==> config.mk <==
export PLATFORM = sky130hd
export DESIGN_NAME = enemy_spawn_ctrl
export DESIGN_NICKNAME = d
export VERILOG_FILES = /design/src/rtl/enemy_spawn_ctrl.sv
export SDC_FILE = /design/constraint.sdc
export NUM_CORES = 1
export LEC_CHECK = 0
export CAP_MARGIN = 20
export CELL_PAD_IN_SITES_DETAIL_PLACEMENT = 1
export CELL_PAD_IN_SITES_GLOBAL_PLACEMENT = 2
export CORE_MARGIN = 2
export CORE_UTILIZATION = 31
export CTS_CLUSTER_DIAMETER = 60
export DETAILED_ROUTE_END_ITERATION = 16
export HOLD_SLACK_MARGIN = 0.02
export PLACE_DENSITY = 0.91
export SETUP_SLACK_MARGIN = 0.5
export SLEW_MARGIN = 20
export SYNTH_ARGS = -nofsm -noshare
export SYNTH_HDL_FRONTEND = slang
export SYNTH_SLANG_ARGS = --single-unit
==> constraint.sdc <==
create_clock -name clk_i -period 3.2 [get_ports clk_i]
set_input_delay 0.64 -clock clk_i [delete_from_list [all_inputs] [get_ports clk_i]]
set_output_delay 0.64 -clock clk_i [all_outputs]
set_load 0.02 [all_outputs]
==> src/rtl/enemy_spawn_ctrl.sv <==
// Enemy respawn scheduler: owns the per-level enemy budget, picks a free slot and spawn point, pulses revive.
// Optional spawn shield: define ENEMY_SPAWN_SHIELD_EN.
module enemy_spawn_ctrl #(
  parameter int NUM_SLOTS     = 2,
  parameter int ENEMY_TOTAL   = 20,
  parameter int SPAWN_DELAY_S = 3
) (
  input  logic                 clk_i,
  input  logic                 reset_ni,
  input  logic                 tick_1s_i,
  input  logic                 game_start_i,
  input  logic                 game_active_i,
  input  logic [NUM_SLOTS-1:0] slot_die_i,
  input  logic [2:0]           spawn_blocked_i,
  output logic [NUM_SLOTS-1:0] slot_revive_o,
  output logic [9:0]           spawn_x_o,
  output logic [9:0]           spawn_y_o,
  output logic [NUM_SLOTS-1:0] slot_alive_o,
  output logic [5:0]           enemy_left_o,
  output logic                 level_clear_o,
  output logic [NUM_SLOTS-1:0] slot_shield_o,
  output logic [2:0]           dbg_state_o
);

  localparam int NUM_POINTS = 3;
  localparam logic [9:0] SPAWN_Y = 10'd32;

  typedef enum logic [2:0] {
    S_IDLE   = 3'd0,
    S_WAIT   = 3'd1,
    S_SELECT = 3'd2,
    S_SPAWN  = 3'd3,
    S_DONE   = 3'd4
  } state_t;

  state_t               r_state;
  logic [NUM_SLOTS-1:0] r_alive;
  logic [NUM_SLOTS-1:0] r_slot_oh;
  logic [NUM_SLOTS-1:0] r_revive;
  logic [5:0]           r_to_spawn;
  logic [5:0]           r_left;
  logic [3:0]           r_cnt;
  logic [1:0]           r_ptr;
  logic [1:0]           r_point;
  logic [9:0]           r_x;
  logic [9:0]           r_y;
  logic                 r_clear;

  logic [NUM_SLOTS-1:0] w_shield;
  logic [NUM_SLOTS-1:0] w_accept;
  logic [NUM_SLOTS-1:0] w_alive_next;
  logic [NUM_SLOTS-1:0] w_free_oh;
  logic                 w_free_any;
  logic [2:0]           w_kill;
  logic [5:0]           w_left_next;
  logic [3:0]           w_cnt_dec;
  logic [3:0]           w_blk4;
  logic [2:0]           w_sum;
  logic [1:0]           w_pt;
  logic                 w_pt_ok;

  function automatic logic [9:0] point_x(input logic [1:0] p);
    case (p)
      2'd0:    point_x = 10'd32;
      2'd1:    point_x = 10'd224;
      default: point_x = 10'd416;
    endcase
  endfunction

  assign w_accept     = slot_die_i & r_alive & ~w_shield;
  assign w_alive_next = (r_alive & ~w_accept) | ((r_state == S_SPAWN) ? r_slot_oh : '0);
  assign w_left_next  = (r_left > {3'b000, w_kill}) ? (r_left - {3'b000, w_kill}) : 6'd0;
  assign w_cnt_dec    = (tick_1s_i && r_cnt != 4'd0) ? (r_cnt - 4'd1) : r_cnt;
  // Index 3 never exists; padding it as blocked keeps the search index in range.
  assign w_blk4       = {1'b1, spawn_blocked_i};

  always_comb begin
    w_kill = '0;
    for (int i = 0; i < NUM_SLOTS; i++) begin
      w_kill = w_kill + {2'b00, w_accept[i]};
    end
  end

  always_comb begin
    w_free_oh  = '0;
    w_free_any = 1'b0;
    for (int i = NUM_SLOTS - 1; i >= 0; i--) begin
      if (!r_alive[i]) begin
        w_free_oh    = '0;
        w_free_oh[i] = 1'b1;
        w_free_any   = 1'b1;
      end
    end
  end

  // Round-robin: scan offsets high to low so the smallest offset from the pointer wins.
  always_comb begin
    w_pt    = '0;
    w_pt_ok = 1'b0;
    w_sum   = '0;
    for (int i = NUM_POINTS - 1; i >= 0; i--) begin
      w_sum = {1'b0, r_ptr} + 3'(i);
      if (w_sum >= 3'(NUM_POINTS)) w_sum = w_sum - 3'(NUM_POINTS);
      if (!w_blk4[w_sum[1:0]]) begin
        w_pt    = w_sum[1:0];
        w_pt_ok = 1'b1;
      end
    end
  end

  always_ff @(posedge clk_i or negedge reset_ni) begin
    if (!reset_ni) begin
      r_state    <= S_IDLE;
      r_alive    <= '0;
      r_slot_oh  <= '0;
      r_revive   <= '0;
      r_to_spawn <= '0;
      r_left     <= '0;
      r_cnt      <= '0;
      r_ptr      <= '0;
      r_point    <= '0;
      r_x        <= '0;
      r_y        <= '0;
      r_clear    <= 1'b0;
    end else begin
      r_revive <= '0;
      if (game_start_i) begin
        r_state    <= S_WAIT;
        r_alive    <= '0;
        r_to_spawn <= 6'(ENEMY_TOTAL);
        r_left     <= 6'(ENEMY_TOTAL);
        r_cnt      <= 4'(SPAWN_DELAY_S);
        r_clear    <= 1'b0;
      end else begin
        r_alive <= w_alive_next;
        r_left  <= w_left_next;
        if (r_state != S_IDLE && w_left_next == 6'd0) begin
          r_state <= S_DONE;
          r_clear <= 1'b1;
        end else begin
          case (r_state)
            S_WAIT: begin
              if (game_active_i) begin
                r_cnt <= w_cnt_dec;
                if (w_cnt_dec == 4'd0 && r_to_spawn != 6'd0 && w_free_any) r_state <= S_SELECT;
              end
            end
            S_SELECT: begin
              if (!w_pt_ok) begin
                r_state <= S_WAIT;
                r_cnt   <= 4'd1;
              end else begin
                r_slot_oh <= w_free_oh;
                r_point   <= w_pt;
                r_revive  <= w_free_oh;
                r_x       <= point_x(w_pt);
                r_y       <= SPAWN_Y;
                r_state   <= S_SPAWN;
              end
            end
            S_SPAWN: begin
              r_to_spawn <= r_to_spawn - 6'd1;
              r_ptr      <= (r_point == 2'(NUM_POINTS - 1)) ? 2'd0 : (r_point + 2'd1);
              r_cnt      <= 4'(SPAWN_DELAY_S);
              r_state    <= S_WAIT;
            end
            default: ;
          endcase
        end
      end
    end
  end

`ifdef ENEMY_SPAWN_SHIELD_EN
  logic [1:0] r_shield_cnt [NUM_SLOTS];

  always_ff @(posedge clk_i or negedge reset_ni) begin
    if (!reset_ni) begin
      for (int k = 0; k < NUM_SLOTS; k++) r_shield_cnt[k] <= 2'd0;
    end else if (game_start_i) begin
      for (int k = 0; k < NUM_SLOTS; k++) r_shield_cnt[k] <= 2'd0;
    end else begin
      for (int k = 0; k < NUM_SLOTS; k++) begin
        if (r_state == S_SPAWN && r_slot_oh[k]) r_shield_cnt[k] <= 2'd2;
        else if (tick_1s_i && r_shield_cnt[k] != 2'd0) r_shield_cnt[k] <= r_shield_cnt[k] - 2'd1;
      end
    end
  end

  always_comb begin
    w_shield = '0;
    for (int k = 0; k < NUM_SLOTS; k++) w_shield[k] = (r_shield_cnt[k] != 2'd0);
  end
`else
  assign w_shield = '0;
`endif

  assign slot_revive_o = r_revive;
  assign spawn_x_o     = r_x;
  assign spawn_y_o     = r_y;
  assign slot_alive_o  = r_alive;
  assign enemy_left_o  = r_left;
  assign level_clear_o = r_clear;
  assign slot_shield_o = w_shield;
  assign dbg_state_o   = r_state;

endmodule

==> summary.txt <==
Logic synthesis
  – Yosys warnings: 0
  – Distinct cells, synth: 60
  – FFs w/ async S/R, synth: 100%
  – Post-synth top area cell: dfrtp_1
  – Syn avg cell area: ~9.6 um^2
  – Post-synth top area share: 40.3%
  – Cells after Synth: 221
  – Seq cells post-synth: 34
  – Ys flop type: dfrtp_1
  – Register area share after synthesis: between 40% and 50%
  – Post-synth EDFFs: 0
  – Post-synthesis cell area: between 2000 and 2500 um^2
  – Top post-synthesis cells by area: dfrtp_1 (40%), buf_4 (6.4%), ha_1 (4.7%), nor2_1 (3.7%), inv_1 (3.0%)

Pwr
  – P_leak: 1.20 nW
  – VDD IR-drop max: roughly 0.14 mV
  – PwrDens: ~390 nW/um^2

STA
  – Final Max Tran Viols: 0
  – Max-Slew Margin vs Limit: about 67%
  – RSZ-0062 raised after global routing: yes
  – Final Skew: 0.00644 ns
  – Worst Max-Slew Pin Slew: between 0.4 and 0.5 ns
  – Setup slack after layout: 0.411 ns
  – Setup TNS Final: 0 ns
  – Tmin final: 2.79 ns
  – Final period util: 87.2%
  – Max Fclk: about 360 MHz
  – Final hold violations: 0
  – Setup-failing EPs final: 0
  – Final hold slack: 0.481 ns

Clock tree
  – Max clock buf depth: 2
  – Clock sinks: 34
  – Worst-skew pair later-pin latency: approximately 0.29 ns
  – H-tree levels: 2
  – Hold-fix buffers, CTS: 0
  – Clock slew at reported path FFs: roughly 0.07 ns
  – CTS root buffer: clkbuf_8
  – Total CTS buffers: 5
  – CTS tree: yes

Final layout
  – Synth-to-Final Area Change: 30.0%
  – Area of the multi-input gates: 1210 um^2
  – Layout cells sized above 1: between 20% and 30%
  – Fill cell count: 785
  – N_diodes: 0
  – Sequential cell area: ~850 um^2
  – Post-route non-filler standard cell count: approximately 340
  – Most frequent cells in the layout: dfrtp_1 (34), clkdlybuf4s50_1 (26), nor2_1 (17), conb_1 (17), inv_1 (16)
  – Commonest non-fill, non-tap cell in the layout: dfrtp_1
  – # nets final: 283

Routing
  – TritonRoute pass-1 iters: 4
  – Via count: 1,698
  – Via density: 4.94
  – Drc violations: 0
  – Final ANT Viol Nets: 0
  – Detailed router's first-iteration violation count: 86
  – DR WL/cell: 14.8 um
  – Routed WL: 5.11 mm

Floorplan
  – Area of the die: 7480 um^2
  – Core Area: 6680 um^2
  – Die X: around 87 um
  – I/O Pins: 46
  – Die Y: around 87 um
  – Site row count: 30
  – Initial Utilization: 31.6%

Global routing
  – Number of global-route vias before repair: 1,734
  – GRT Total Usage: 14.3%
  – First-pass GRT wire length: approximately 8.4 mm
  – Gr ovfl total: 0
  – Antenna violations before repair: 0
  – Largest net degree at the start of global routing: 35

Worst setup path
  – Worst Setup End Kind: register
  – Crit-path max FO: 5
  – Reg-to-reg startpoint: slot_alive_o[0]
  – Setup CP Type: in2reg
  – WP data arrival: 2.99 ns
  – Worst Setup Start Kind: input pin
  – Worst R2R End: r_cnt[2]
  – R2R depth: 11
  – Reg2Reg Setup Slack: 0.46 ns
  – Required @ worst endpoint: 3.40 ns

Status
  – Status: complete, no violations

Place
  – Dpl ws: -0.330 ns
  – I/O Buffers: 28
  – Routability cong.: 0.767
  – Cells after DPL: around 330
  – Dpl hpwl: just under 4 mm

Hold path
  – Hold EP: r_slot_oh[0]
  – Worst min-delay path class: reg2reg
  – Hold depth: 1
  – Hold Crit Start: r_slot_oh[0]

Job
  – Max-Cap Viols: 0
==> where the power goes <==
part | switching [mW] | leakage [nW] | internal [mW] | total, mW
clock network | 0.154 | 0.0438 | 0.146 | 0.300
logic | 0.162 | 0.723 | 0.121 | 0.283
registers | 0.0253 | 0.436 | 0.456 | 0.482
total | 0.341 | 1.20 | 0.723 | 1.06
==> synthesized netlist by cell type (all sizes together) (2+ instances only) <==
master,count
a211oi,2
a21o,7
a21oi,5
a32oi,2
and2,3
buf,22
clkbuf,4
dfrtp,34
ha,8
inv,17
nand2,14
nand2b,3
nand3,2
nor2,22
nor2b,5
nor3,11
nor3b,4
nor4,2
nor4b,2
o211ai,6
o21ai,13
o31a,3
o32ai,2
o41ai,3
or3,2
xnor2,2
xor2,3
==> critical path, stage by stage <==
cell and delay [ns]:
buf_6 0.09, and2_4 0.13, ha_4 0.24, ha_4 0.16
inv_2 0.04, fa_2 0.43, nor3b_2 0.18, nand2_1 0.09
o31a_4 0.33, nor3_4 0.29, nor4_4 0.10, o32ai_2 0.25
==> timing repair <==
action	in CTS	in global routing
buffers inserted	1	3
gates resized for setup	12	17
gates cloned	0	0
pin swaps	12	11
setup endpoints to repair	30	24
==> per-layer routing <==
layer  routed length [um]  GRT usage, %  up-vias
li1                     -             -      817
met1                 2200          17.9      840
met2                 2670          25.0       32
met3                  159          2.76        9
met4                   80          4.26        0
met5                    0             0        -
==> flip-flops by register name, summed over array words and instances (netlist names) <==
name           cells
spawn_x_o          4
enemy_left_o       6
r_point            2
r_slot_oh          2
slot_alive_o       2
r_ptr              2
r_cnt              4
r_to_spawn         6
slot_revive_o      2
dbg_state_o        3
level_clear_o      1
==> how the worst max path moves through the flow <==
stage                          to  cells past startpoint          start
floorplan           r_to_spawn[1]                     11  slot_die_i[0]
global placement    r_to_spawn[5]                     13  slot_die_i[1]
detailed placement  r_to_spawn[3]                     13  slot_die_i[0]
CTS                 r_to_spawn[2]                     13  slot_die_i[0]
global route        r_to_spawn[2]                     13  slot_die_i[0]
finish                   r_cnt[2]                     12  slot_die_i[0]
==> stage by stage <==
stage	cell area, um^2	total power [mW]	util [%]
2_1_floorplan	2230	0.690	-
3_3_place_gp	2540	0.753	38.1
3_5_place_dp	2540	0.763	38.1
4_1_cts	2640	1.07	39.5
5_1_grt	2740	1.13	41.1
6_report	2740	1.06	41.1
==> layout make-up <==
| cell class | instances | share of cell area [%] |
|---|---|---|
| Clock buffer | 5 | 2.51 |
| Clock inverter | 2 | 0.365 |
| Inverter | 17 | 2.33 |
| Multi-Input combinational cell | 160 | 44.0 |
| Sequential cell | 34 | 31.0 |
| Tap cell | 80 | 3.65 |
| Timing Repair Buffer | 46 | 16.1 |
==> logic make-up (layout without fill, tap and decap cells) <==
family	Yosys count	count (layout)	synth area share (%)
flip-flops	34	34	40.3
multiplexers	2	2	1.01
AND/OR/NAND/NOR	75	75	20.6
other	1	17	0.178
AO/OA/AOI/OAI	51	51	18.0
adder cells (fa/ha/maj)	10	10	6.17
XOR/XNOR	5	5	2.08
buffers and inverters	43	70	11.7
No activity file was read; power rests on OpenSTA's default activity.
